File: src/rtl/axil_pkg.sv
// -----------------------------------------------------------------------------
// axil_pkg
// Shared definitions for the AXI4-Lite register file slave.
//   RESP_OKAY / RESP_SLVERR : AXI response codes
//   RESP_OOR                : response code returned for out-of-range accesses
//   strb_merge()            : byte-strobe merge of new data into an old word
// Optional feature macro: AXIL_SLVERR_EN
//   defined   -> out-of-range accesses answer SLVERR
//   undefined -> out-of-range accesses answer OKAY
// -----------------------------------------------------------------------------
package axil_pkg;

   localparam logic [1:0] RESP_OKAY   = 2'b00;
   localparam logic [1:0] RESP_SLVERR = 2'b10;

`ifdef AXIL_SLVERR_EN
   localparam logic [1:0] RESP_OOR = RESP_SLVERR;
`else
   localparam logic [1:0] RESP_OOR = RESP_OKAY;
`endif

   // Widest supported data path; narrower users zero-extend into the helper.
   localparam int MAX_DATA_W = 32;
   localparam int MAX_STRB_W = MAX_DATA_W / 8;

   // Replace each byte of old_v whose strobe bit is set with the same byte of new_v.
   function automatic logic [MAX_DATA_W-1:0] strb_merge(
      input logic [MAX_DATA_W-1:0] old_v,
      input logic [MAX_DATA_W-1:0] new_v,
      input logic [MAX_STRB_W-1:0] strb
   );
      logic [MAX_DATA_W-1:0] res;
      res = old_v;
      for (int b = 0; b < MAX_STRB_W; b++) begin
         if (strb[b]) begin
            res[b*8 +: 8] = new_v[b*8 +: 8];
         end else begin
            res[b*8 +: 8] = old_v[b*8 +: 8];
         end
      end
      return res;
   endfunction

endpackage

File: src/rtl/axil_wr_join.sv
// -----------------------------------------------------------------------------
// axil_wr_join
// Joins the independent AXI4-Lite AW and W channels into a single commit
// strobe and owns the B channel handshake.
// Ports:
//   clk, rst_n                 clock, asynchronous active-low reset
//   awvalid/awready/awaddr     write address channel
//   wvalid/wready/wdata/wstrb  write data channel
//   bvalid/bready/bresp        write response channel
//   commit                     high in the cycle whose closing edge commits
//   commit_addr/data/strb      address, data and strobes of that commit
// Build option: AXIL_SLVERR_EN (response code for out-of-range addresses).
// -----------------------------------------------------------------------------
module axil_wr_join
   import axil_pkg::*;
#(
   parameter int ADDR_W   = 4,
   parameter int DATA_W   = 8,
   parameter int NUM_REGS = 2
) (
   input  logic                  clk,
   input  logic                  rst_n,
   input  logic                  awvalid,
   output logic                  awready,
   input  logic [ADDR_W-1:0]     awaddr,
   input  logic                  wvalid,
   output logic                  wready,
   input  logic [DATA_W-1:0]     wdata,
   input  logic [DATA_W/8-1:0]   wstrb,
   output logic                  bvalid,
   input  logic                  bready,
   output logic [1:0]            bresp,
   output logic                  commit,
   output logic [ADDR_W-1:0]     commit_addr,
   output logic [DATA_W-1:0]     commit_data,
   output logic [DATA_W/8-1:0]   commit_strb
);

   localparam int STRB_W = DATA_W / 8;

   logic                aw_full_q, aw_full_d;
   logic [ADDR_W-1:0]   aw_addr_q, aw_addr_d;
   logic                w_full_q,  w_full_d;
   logic [DATA_W-1:0]   w_data_q,  w_data_d;
   logic [STRB_W-1:0]   w_strb_q,  w_strb_d;
   logic                bvalid_q,  bvalid_d;
   logic [1:0]          bresp_q,   bresp_d;

   logic                aw_hs_s;
   logic                w_hs_s;
   logic                in_range_s;

   // Nothing new is accepted while a response is still waiting for BREADY.
   assign awready = !aw_full_q && !bvalid_q;
   assign wready  = !w_full_q  && !bvalid_q;
   assign aw_hs_s = awvalid && awready;
   assign w_hs_s  = wvalid  && wready;
   assign bvalid  = bvalid_q;
   assign bresp   = bresp_q;

   // Commit as soon as both halves are present, captured earlier or arriving now.
   assign commit  = (aw_full_q || aw_hs_s) && (w_full_q || w_hs_s);

   // Select captured beat or the beat handshaking this cycle.
   always_comb begin
      commit_addr = awaddr;
      commit_data = wdata;
      commit_strb = wstrb;
      if (aw_full_q) begin
         commit_addr = aw_addr_q;
      end else begin
         commit_addr = awaddr;
      end
      if (w_full_q) begin
         commit_data = w_data_q;
         commit_strb = w_strb_q;
      end else begin
         commit_data = wdata;
         commit_strb = wstrb;
      end
   end

   // Zero-extend to 32 bits so a full address space never truncates NUM_REGS.
   assign in_range_s = (32'(commit_addr) < 32'(NUM_REGS));

   // Capture flags, held beats and B channel next state.
   always_comb begin
      aw_full_d = aw_full_q;
      aw_addr_d = aw_addr_q;
      w_full_d  = w_full_q;
      w_data_d  = w_data_q;
      w_strb_d  = w_strb_q;
      bvalid_d  = bvalid_q;
      bresp_d   = bresp_q;
      if (commit) begin
         aw_full_d = 1'b0;
         w_full_d  = 1'b0;
         bvalid_d  = 1'b1;
         if (in_range_s) begin
            bresp_d = RESP_OKAY;
         end else begin
            bresp_d = RESP_OOR;
         end
      end else begin
         if (aw_hs_s) begin
            aw_full_d = 1'b1;
            aw_addr_d = awaddr;
         end else begin
            aw_full_d = aw_full_q;
         end
         if (w_hs_s) begin
            w_full_d = 1'b1;
            w_data_d = wdata;
            w_strb_d = wstrb;
         end else begin
            w_full_d = w_full_q;
         end
         if (bvalid_q && bready) begin
            bvalid_d = 1'b0;
            bresp_d  = RESP_OKAY;
         end else begin
            bvalid_d = bvalid_q;
         end
      end
   end

   // State registers; reset drops any half-captured or unacknowledged write.
   always_ff @(posedge clk or negedge rst_n) begin
      if (!rst_n) begin
         aw_full_q <= 1'b0;
         aw_addr_q <= {ADDR_W{1'b0}};
         w_full_q  <= 1'b0;
         w_data_q  <= {DATA_W{1'b0}};
         w_strb_q  <= {STRB_W{1'b0}};
         bvalid_q  <= 1'b0;
         bresp_q   <= 2'b00;
      end else begin
         aw_full_q <= aw_full_d;
         aw_addr_q <= aw_addr_d;
         w_full_q  <= w_full_d;
         w_data_q  <= w_data_d;
         w_strb_q  <= w_strb_d;
         bvalid_q  <= bvalid_d;
         bresp_q   <= bresp_d;
      end
   end

endmodule

File: src/rtl/axil_regfile_slave.sv
// -----------------------------------------------------------------------------
// axil_regfile_slave
// Parametrised AXI4-Lite slave register file. NUM_REGS registers of DATA_W
// bits, word addressed, with byte strobes and one-cycle write pulses.
// Ports:
//   clk, rst_n            clock, asynchronous active-low reset
//   s_aw*, s_w*, s_b*     AXI4-Lite write channels (AW and W independent)
//   s_ar*, s_r*           AXI4-Lite read channels
//   reg_q                 register contents, reg i at [i*DATA_W +: DATA_W]
//   wr_pulse              bit i high for one cycle after a write to reg i
// Build option: AXIL_SLVERR_EN -> out-of-range accesses answer SLVERR
// instead of OKAY; the writes are dropped and reads return zero either way.
// -----------------------------------------------------------------------------
module axil_regfile_slave
   import axil_pkg::*;
#(
   parameter int                  DATA_W    = 8,
   parameter int                  NUM_REGS  = 2,
   parameter int                  ADDR_W    = 4,
   parameter logic [DATA_W-1:0]   RESET_VAL = {DATA_W{1'b0}}
) (
   input  logic                         clk,
   input  logic                         rst_n,
   input  logic                         s_awvalid,
   output logic                         s_awready,
   input  logic [ADDR_W-1:0]            s_awaddr,
   input  logic                         s_wvalid,
   output logic                         s_wready,
   input  logic [DATA_W-1:0]            s_wdata,
   input  logic [DATA_W/8-1:0]          s_wstrb,
   output logic                         s_bvalid,
   input  logic                         s_bready,
   output logic [1:0]                   s_bresp,
   input  logic                         s_arvalid,
   output logic                         s_arready,
   input  logic [ADDR_W-1:0]            s_araddr,
   output logic                         s_rvalid,
   input  logic                         s_rready,
   output logic [DATA_W-1:0]            s_rdata,
   output logic [1:0]                   s_rresp,
   output logic [NUM_REGS*DATA_W-1:0]   reg_q,
   output logic [NUM_REGS-1:0]          wr_pulse
);

   localparam int STRB_W = DATA_W / 8;

   logic                wr_commit_s;
   logic [ADDR_W-1:0]   wr_addr_s;
   logic [DATA_W-1:0]   wr_data_s;
   logic [STRB_W-1:0]   wr_strb_s;

   logic [DATA_W-1:0]   regs_q [NUM_REGS];
   logic [DATA_W-1:0]   regs_d [NUM_REGS];
   logic [NUM_REGS-1:0] wr_pulse_q, wr_pulse_d;

   logic                rvalid_q, rvalid_d;
   logic [DATA_W-1:0]   rdata_q,  rdata_d;
   logic [1:0]          rresp_q,  rresp_d;
   logic                ar_hs_s;

   axil_wr_join #(
      .ADDR_W   (ADDR_W),
      .DATA_W   (DATA_W),
      .NUM_REGS (NUM_REGS)
   ) u_wr_join (
      .clk         (clk),
      .rst_n       (rst_n),
      .awvalid     (s_awvalid),
      .awready     (s_awready),
      .awaddr      (s_awaddr),
      .wvalid      (s_wvalid),
      .wready      (s_wready),
      .wdata       (s_wdata),
      .wstrb       (s_wstrb),
      .bvalid      (s_bvalid),
      .bready      (s_bready),
      .bresp       (s_bresp),
      .commit      (wr_commit_s),
      .commit_addr (wr_addr_s),
      .commit_data (wr_data_s),
      .commit_strb (wr_strb_s)
   );

   // Register update and write pulse; an out-of-range address matches no register.
   always_comb begin
      wr_pulse_d = {NUM_REGS{1'b0}};
      for (int i = 0; i < NUM_REGS; i++) begin
         regs_d[i] = regs_q[i];
         if (wr_commit_s && (wr_addr_s == ADDR_W'(i))) begin
            regs_d[i]     = DATA_W'(strb_merge(MAX_DATA_W'(regs_q[i]),
                                               MAX_DATA_W'(wr_data_s),
                                               MAX_STRB_W'(wr_strb_s)));
            wr_pulse_d[i] = 1'b1;
         end else begin
            regs_d[i]     = regs_q[i];
            wr_pulse_d[i] = 1'b0;
         end
      end
   end

   // Register array and pulse flops.
   always_ff @(posedge clk or negedge rst_n) begin
      if (!rst_n) begin
         for (int i = 0; i < NUM_REGS; i++) begin
            regs_q[i] <= RESET_VAL;
         end
         wr_pulse_q <= {NUM_REGS{1'b0}};
      end else begin
         for (int i = 0; i < NUM_REGS; i++) begin
            regs_q[i] <= regs_d[i];
         end
         wr_pulse_q <= wr_pulse_d;
      end
   end

   assign s_arready = !rvalid_q;
   assign ar_hs_s   = s_arvalid && s_arready;

   // Read path; samples regs_q so a same-edge write is not seen by the read.
   always_comb begin
      rvalid_d = rvalid_q;
      rdata_d  = rdata_q;
      rresp_d  = rresp_q;
      if (ar_hs_s) begin
         rvalid_d = 1'b1;
         rdata_d  = {DATA_W{1'b0}};
         rresp_d  = RESP_OOR;
         for (int i = 0; i < NUM_REGS; i++) begin
            if (s_araddr == ADDR_W'(i)) begin
               rdata_d = regs_q[i];
               rresp_d = RESP_OKAY;
            end else begin
               rdata_d = rdata_d;
            end
         end
      end else if (rvalid_q && s_rready) begin
         rvalid_d = 1'b0;
      end else begin
         rvalid_d = rvalid_q;
      end
   end

   // Read channel flops; data and response stay put until the beat is taken.
   always_ff @(posedge clk or negedge rst_n) begin
      if (!rst_n) begin
         rvalid_q <= 1'b0;
         rdata_q  <= {DATA_W{1'b0}};
         rresp_q  <= 2'b00;
      end else begin
         rvalid_q <= rvalid_d;
         rdata_q  <= rdata_d;
         rresp_q  <= rresp_d;
      end
   end

   // Flatten the array onto the core-facing bus.
   always_comb begin
      reg_q = {(NUM_REGS*DATA_W){1'b0}};
      for (int i = 0; i < NUM_REGS; i++) begin
         reg_q[i*DATA_W +: DATA_W] = regs_q[i];
      end
   end

   assign wr_pulse = wr_pulse_q;
   assign s_rvalid = rvalid_q;
   assign s_rdata  = rdata_q;
   assign s_rresp  = rresp_q;

endmodule

File: config.mk
export PLATFORM = sky130hd
export DESIGN_NAME = axil_regfile_slave
export DESIGN_NICKNAME = d
export VERILOG_FILES = /design/src/rtl/axil_pkg.sv /design/src/rtl/axil_wr_join.sv /design/src/rtl/axil_regfile_slave.sv
export SDC_FILE = /design/constraint.sdc
export NUM_CORES = 1
export LEC_CHECK = 0
export ABC_AREA = 0
export BUFFER_PORTS_ARGS = -buffer_cell sky130_fd_sc_hd__buf_2
export CORE_AREA = 4 4 68 70
export CTS_CLUSTER_DIAMETER = 120
export DETAILED_ROUTE_END_ITERATION = 16
export DIE_AREA = 0 0 72 74
export GPL_TIMING_DRIVEN = 0
export PLACE_DENSITY = 0.77
export SYNTH_ARGS = -nofsm -noshare
export SYNTH_HDL_FRONTEND = slang
export SYNTH_HIERARCHICAL = 1
export SYNTH_SLANG_ARGS = --single-unit
File: constraint.sdc
create_clock -name clk -period 1.96 [get_ports clk]
set_input_delay 0.098 -clock clk [delete_from_list [all_inputs] [get_ports clk]]
set_output_delay 0.098 -clock clk [all_outputs]
set_load 0.03 [all_outputs]
Word-level counts from Yosys, hierarchy flattened
Cells that the tools add are included.
{"block": "word_totals", "output_inout_bits": 35, "ff_bits": 45}
{"block": "op_classes", "n_eq_ne": 2, "n_mux": 17, "n_bitwise": 1, "reduce_logical": 26}
{"operator": "8-bit two-way mux", "count": 3}
{"operator": "1-bit two-way mux", "count": 11}
{"operator": "1-bit logical AND", "count": 10}
{"operator": "4-bit by 1-bit == test with 1-bit output (second input constant)", "count": 2}
{"operator": "4-bit zero test", "count": 2}
{"operator": "2-bit AND reduction", "count": 4}
{"operator": "2-bit nonzero test", "count": 4}
{"operator": "1-bit zero test", "count": 4}
{"operator": "2-bit two-way mux", "count": 2}
{"operator": "4-bit two-way mux", "count": 1}
{"operator": "1-bit logical OR", "count": 2}
{"operator": "1-bit inverter", "count": 1}

Depth between registers and ports, before layout
Gate-level depths: netlist of the first run.
{"block": "depth", "word_depth": 7, "mapped_depth": 6, "mapped_depth_nobuf": 6}

Cells and area by module
The synthesis of the first run kept the hierarchy.
{"mod": "axil_regfile_slave", "n_inst": 1, "area_per_inst_um2": 1171.1, "cells_each": 85}
{"mod": "axil_wr_join", "n_inst": 1, "area_per_inst_um2": 810.8, "cells_each": 60}

Least setup slack after synthesis of the first run
Ideal clock, no wire load.
{"block": "synth_timing", "path_kind": "reg-to-reg", "from": "register u_wr_join.bvalid_q, in the netlist u_wr_join/bvalid", "to": "register regs_q (netlist bit reg_q[0])", "path_slack_ns": 0.089, "arrival_ns": 1.746, "required_time_ns": 1.835, "path_stages_with_launch": 7, "synth_period_minus_slack_ns": 1.871, "n_path_buf": 0, "path_cell_list": "dfrtp_1 inv_1 a21oi_1 nor2_1 nor3b_2 nand3_1 mux2_2"}
{"block": "synth_between", "elab_chain_len": 7, "elab_cells_between_ends": 10, "cone_classes": "reduce/logical: 10"}
{"element": "from (decl)", "line": "axil_wr_join.sv:46", "source": "logic bvalid_q, bvalid_d;"}
{"element": "from (signal assigned)", "line": "axil_wr_join.sv:143", "source": "bvalid_q <= bvalid_d;"}
{"element": "1-bit zero test *", "line": "axil_wr_join.sv:54, axil_wr_join.sv:55"}
{"element": "1-bit logical AND, on equally long branches", "line": "axil_wr_join.sv:54, axil_wr_join.sv:55"}
{"element": "1-bit logical AND, on equally long branches", "line": "axil_wr_join.sv:56, axil_wr_join.sv:57"}
{"element": "1-bit logical OR", "line": "axil_wr_join.sv:62", "source": "assign commit = (aw_full_q || aw_hs_s) && (w_full_q || w_hs_s);"}
{"element": "1-bit logical AND *", "line": "axil_wr_join.sv:62"}
{"element": "via wr_commit_s", "line": "axil_regfile_slave.sv:47", "source": "logic wr_commit_s;"}
{"element": "1-bit logical AND *", "line": "axil_regfile_slave.sv:89", "source": "if (wr_commit_s && (wr_addr_s == ADDR_W'(i))) begin"}
{"element": "2-bit AND reduction (no source line) *"}
{"element": "to (signal, indexed assignment)", "line": "axil_regfile_slave.sv:110", "source": "regs_q[i] <= regs_d[i];"}
{"element": "to (decl)", "line": "axil_regfile_slave.sv:52", "source": "logic [DATA_W-1:0] regs_q [NUM_REGS];"}
Mark *: on every way through the listed nets, which the timed path passes. The rest lies on a longest branch.
A chain may end at the register's enable or synchronous reset.

Worst setup path after layout of the first run
{"block": "layout_timing", "from": "register u_wr_join.aw_full_q", "to": "register regs_q (netlist bit reg_q[9])"}
{"block": "layout_between", "elab_cells_between_ends": 9, "cone_classes": "eq/ne: 1; mux: 1; reduce/logical: 7"}
{"element": "from (decl)", "line": "axil_wr_join.sv:41", "source": "logic aw_full_q, aw_full_d;"}
{"element": "from (signal assigned)", "line": "axil_wr_join.sv:138", "source": "aw_full_q <= aw_full_d;"}
{"element": "4-bit two-way mux", "line": "axil_wr_join.sv:69", "source": "if (aw_full_q) begin"}
{"element": "via wr_addr_s[3]", "line": "axil_regfile_slave.sv:48", "source": "logic [ADDR_W-1:0] wr_addr_s;"}
{"element": "4-bit by 1-bit == test with 1-bit output", "line": "axil_regfile_slave.sv:89"}
{"element": "1-bit logical AND", "line": "axil_regfile_slave.sv:89"}
{"element": "2-bit AND reduction (no source line)"}
The timed path passes the listed nets, and every way through them passes these cells.

==> results.yml, run 1 <==
status:
  status: "complete, no violations"
floorplanning:
  io_pins: 59
  start_util_pct: 49.9
  fp.coreArea_um2: 3970
  die_w_um: 72
  row_count: 23
  die_area_um2: 5330
  dieHeight_um: 74
placed_design:
  io_buffers: 53
  dp_slack_ns: -0.00810
  gp_congestion: 0.701
  dp_hpwl_um: 2710
worst_setup_path:
  worst-endpoint-required_ns: 2.14
  start_kind: "register"
  timing.rr.start: "u_wr_join/aw_full_q"
  cp_data_arrival_time_ns: 2.03
  reg2reg_depth: 5
  cp-startpoint: "u_wr_join/aw_full_q"
  crit_type: "reg2reg"
  worstPathMaxFanout: 8
  reg2reg_setup_slack_ns: 0.10
  critPathCaptureType: "register"
  timing.rr.end: "reg_q[9]"
cts:
  numCtsBuffers: 5
  root_buffer: "clkbuf_8"
  cts_buffer_depth: 2
  cts_tree: "done"
  clk_pin_slew_ns: 0.08
  worstSkewPairLatency_ns: 0.28
  cts_setup_buffers: 0
  cts_max_level: 2
  cts_sinks: 43
layout:
  drive_above_1_share_pct: 60.0
  areaGrowthSynthToFinish_pct: 23.6
  diodes: 0
  num-fill-cells: 321
  finalCoreUtilization_pct: 61.7
  nets: 233
power:
  cellLeakagePower_nw: 1.25
  ir_drop_uv: 752
  pwr_density_cell_nw_per_um2: 1440
yosys:
  synth-seq-cells: 43
  ys_seq_area_share_pct: 54.3
  synth_top_area_share_pct: 54.3
  synth_area_leaders: "dfrtp_1 54%, mux2_2 24%, mux2i_1 4.0%, o21ai_2 3.5%, nand2_1 1.7%"
  synth_top_cell_by_area: "dfrtp_1"
  ys_warn_count: 6
  synth_cell_types: 26
  netlist_area_um2: 1980
  syn_inst: 145
  syn_area_per_cell_um2: 13.7
timing:
  maxSlewViolCount: 0
  setup_viol: 0
  skew_ns: 0.00615
  finalSetupTns_ns: 0
  fmax_mhz: 538
  worst_pin_slew_ns: 0.931
  max-slew-margin-rel_pct: 37.9
  finalCritPeriodShare_pct: 94.8
  fin_ws_ns: 0.103
  hold_viol_final: 0
  rsz0062_at_grt: "no"
  min_period_ns: 1.86
global_routing:
  grt_pass1_vias: 1300
  grt_util_all_layers_pct: 15.0
  antenna_found_initial: 0
  grt_first_pass_wirelength_um: 6150
  grt_overflow: 0
  grt_max_degree: 44
route:
  post_drt_wl_per_cell_um: 14.1
  drc: 0
  num_vias: 1281
  routed_wl_um: 3680
  drt-initial-drc-count: 47
  drtAntennaViolNets: 0
  via_per_inst: 4.93
  first_pass_iters: 4
worst_hold_path:
  hold_path_end: "s_rvalid"
  worstHoldPathType: "in2reg"
  hold_depth: 2
  hold_start: "s_rready"
job:
  cap_viol_max_count: 0
## routing by layer
metal,global-route usage [%],up-vias,wire length (um)
li1,-,625,-
met1,19.4,605,1580
met5,0,-,0
met4,4.38,0,40
met3,3.92,5,298
met2,24.9,46,1760
## cells in the mapped netlist (all sizes together)
master  number
dfrtp       43
mux2        42
buf          9
nand2        9
o21ai        9
mux2i        8
nor2         6
nor3         3
conb         2
inv          2
nand3b       2
nor2b        2
nor3b        2
a21oi        1
nand2b       1
nand3        1
nand4b       1
o22ai        1
or4          1
## cell families after synthesis
| group | Yosys count | synth area share, % |
|---|---|---|
| mux | 50 | 27.9 |
| flops | 43 | 54.3 |
| simple gates | 28 | 9.03 |
| buf+inv | 11 | 4.04 |
| compound gates | 11 | 4.36 |
| other cells | 2 | 0.379 |
## sequential cells by signal (all words and copies together), names as in the netlist, 2 cells and up
name / cells
u_wr_join/w_data_q: 8
reg_q: 16
s_rdata: 8
u_wr_join/aw_addr_q: 4
wr_pulse: 2
## power breakdown
group	switching, mW	total [mW]	internal [mW]
sequential	0.216	1.43	1.22
combinational	0.907	1.57	0.664
clock	0.272	0.522	0.250
## critical path, stage by stage, from the launching register on
cell,delay (ns)
dfrtp_1,0.35
buf_6,0.15
mux2_2,0.37
nor3b_4,0.30
nand4b_4,0.25
mux2_2,0.33
## cell type report
cell class	instances	area, um^2	area share [%]
Inverter	2	7.51	0.306
Clock buffer	7	76.3	3.12
Tap cell	50	62.6	2.55
Sequential cell	43	1080	44.0
Multi-Input combinational cell	93	863	35.2
Buffer	9	72.6	2.96
Timing Repair Buffer	55	285	11.6
Clock inverter	1	5.00	0.204
## placed cells by master, fill, tap and decap left out, types with 2 or more instances in the layout
cell type	Yosys	routed
mux2_2	42	42
buf_2	1	54
nand2_1	9	9
clkbuf_8	0	5
buf_4	4	4
nor3_1	2	2
nor2_1	6	6
dfrtp_1	43	42
buf_6	3	3
dlygate4sd3_1	0	2
clkbuf_1	0	2
conb_1	2	4
inv_1	2	2
o21ai_2	8	8
mux2i_1	8	8
## timing repair
item / CTS / global route
setup endpoints to repair: 8 / 15
hold buffers: 2 / 0
pin swaps: 0 / 2
endpoints found under the hold margin: 44 / 0
resized for setup: 2 / 4
## metrics by stage
stage	hold WS [ns]	instance area (um^2)	instances	power, mW
floorplan	-0.198	1990	147	2.56
finish	0.00447	2450	260	3.53
global placement	0.293	2320	250	2.93
detailed placement	0.291	2320	250	2.98
CTS	0.00737	2430	260	3.53
global route	0.0305	2450	260	3.75
## worst max-delay path by stage
stage                      endpoint  slack (ns)  depth (start not counted)
after global routing      reg_q[12]       0.001                          5
after detailed placement   reg_q[6]      -0.008                          6
after global placement     reg_q[2]        0.01                          5
after CTS                  reg_q[6]        0.04                          5
after floorplan            reg_q[0]        0.09                          6
final                      reg_q[9]        0.10                          5
(Power assumes the default switching activity.)
==> run 2: changes to the inputs <==
Settings changed: CORE_AREA 4 4 68 70 to 4 4 70 72, DIE_AREA 0 0 72 74 to 0 0 74 76, PLACE_DENSITY 0.77 to unset, PLACE_DENSITY_LB_ADDON set to 0.1.
==> results.yml, run 2 (same netlist as run 1, synthesis figures left out) <==
worst_setup_path:
  crit_type: "reg2reg"
  crit_top_cell: "nor2_1"
  worstPathMaxFanout: 8
  crit_chain: "nor2b_2 > nor2_1 > nor2_1 > nor3b_4 > nand4b_4 > mux2_2"
  slowest_delay_ns: 0.46
  start_kind: "register"
  cp_data_arrival_time_ns: 2.06
  cp_slowest_cell: "dfrtp_1"
  critPathCaptureType: "register"
  worst-endpoint-required_ns: 2.14
cts:
  cts_max_level: 2
  cts_tree: "done"
  clk_pin_slew_ns: 0.08
  cts_buffer_depth: 2
  root_buffer: "clkbuf_8"
  worstSkewPairLatency_ns: 0.30
  numCtsBuffers: 5
  cts_sinks: 43
timing:
  hold_viol_final: 0
  worst_pin_slew_ns: 0.935
  skew_ns: 0.00753
  setup_viol: 0
  maxSlewViolCount: 0
  finalSetupTns_ns: 0
  max-slew-margin-rel_pct: 37.7
  finalCritPeriodShare_pct: 95.9
  rsz0062_at_grt: "no"
  min_period_ns: 1.88
  fmax_mhz: 532
power:
  cellLeakagePower_nw: 1.27
  p_switching_mw: 1.42
  total_power_mw: 3.71
  p_int_mw: 2.29
  power_frac_comb_pct: 42.5
  p_clk_share_pct: 19.1
  ir_drop_uv: 766
  swShare_pct: 38.3
  pwr_density_cell_nw_per_um2: 1490
  sequentialPowerShare_pct: 38.4
layout:
  area.sequential_um2: 1080
  finalNonFillerCells: 263
  layout_commonest_cell: "buf_2"
  largest_reg_flops: 16
  num-fill-cells: 376
  areaGrowthSynthToFinish_pct: 26.0
  diodes: 0
  multi_input_area_um2: 863
  finalCoreUtilization_pct: 58.2
  layout_common_cells: "54 x buf_2, 43 x dfrtp_1, 42 x mux2_2"
  finalInstanceArea_um2: 2500
  drive_above_1_share_pct: 60.2
  nets: 234
status:
  status: "complete, no violations"
route:
  via_per_inst: 5.02
  num_vias: 1319
  first_pass_iters: 4
  post_drt_wl_per_cell_um: 15.1
  drtAntennaViolNets: 0
  drt-initial-drc-count: 94
  routed_wl_um: 3970
  drc: 0
floorplanning:
  die_area_um2: 5620
  io_pins: 59
  fp.coreArea_um2: 4290
  row_count: 24
  start_util_pct: 46.2
  die_w_um: 74
  dieHeight_um: 76
global_routing:
  grt_overflow: 0
  grt_first_pass_wirelength_um: 6490
  grt_util_all_layers_pct: 15.1
  grt_pass1_vias: 1325
  grt_max_degree: 44
  antenna_found_initial: 0
placed_design:
  gp_congestion: 0.730
  dp_cells: 252
  placed_area_um2: 2320
  io_buffers: 53
  dp_hpwl_um: 2960
worst_hold_path:
  worstHoldPathType: "in2reg"
job:
  cap_viol_max_count: 0
==> run 2: cell types whose count changed in the layout (fill, tap and decap cells not counted), sizes merged <==
cell         delta
bufinv          +1
dlygate4sd3     +1
clkbuf          -1
==> run 2: area by class of cell <==
type | count | share of cell area [%]
Buffer | 9 | 2.91
Clock buffer | 6 | 3.31
Clock inverter | 2 | 1.40
Inverter | 2 | 0.301
Multi-Input combinational cell | 93 | 34.6
Sequential cell | 43 | 43.1
Tap cell | 52 | 2.61
Timing Repair Buffer | 56 | 11.8
==> run 2: timing repair <==
action                                 in CTS  in global routing
setup buffers                               0                  0
endpoints found under the hold margin      45                  0
pin swaps                                   0                  1
resized for setup                           2                  3
setup endpoints to repair                   8                 16
hold buffers                                3                  0
gates cloned                                0                  0
==> run 2: power by group through the flow <==
stage | Combinational, mW | Clock (mW) | Sequential, mW
2_1_floorplan | 0.820 | 0 | 1.74
3_3_place_gp | 1.51 | 0 | 1.42
3_5_place_dp | 1.55 | 0 | 1.45
4_1_cts | 1.58 | 0.731 | 1.43
5_1_grt | 1.68 | 0.785 | 1.47
6_report | 1.58 | 0.709 | 1.43
==> run 2: worst max-delay path: cells and delay by family, from the launching register on <==
kind | cells | cell delay (ns)
flip-flops | 1 | 0.46
AND/OR/NAND/NOR | 5 | 0.96
multiplexers | 1 | 0.33
==> run 2: through the flow <==
step	setup WS, ns	hold slack, ns
after floorplan	0.0892	-0.198
after global placement	-0.0324	0.275
after detailed placement	-0.0628	0.289
after CTS	-0.00779	0.0355
after global routing	0.000244	0.0295
final	0.0798	0.0387
==> run 2: metal layers <==
layer,wire (um),part of all wire (%),GRT usage [%]
met1,1640,41,18.8
met2,2030,51,24.9
met3,273,6.9,5.28
met4,38,0.96,3.80
met5,0,0,0
==> run 2: worst paths after layout <==
check / start / to / slack, ns / depth (start not counted)
max reg2reg: u_wr_join/bvalid / reg_q[8] / 0.08 / 6
max in group asynchronous: rst_n / u_wr_join/w_data_q[5] / 0.89 / 2
min reg2reg: s_rdata[7] / s_rdata[7] / 0.48 / 2
min: s_wdata[3] / u_wr_join/w_data_q[3] / 0.04 / 2
max: u_wr_join/bvalid / reg_q[8] / 0.08 / 6
min in group asynchronous: rst_n / u_wr_join/w_data_q[3] / 0.47 / 2
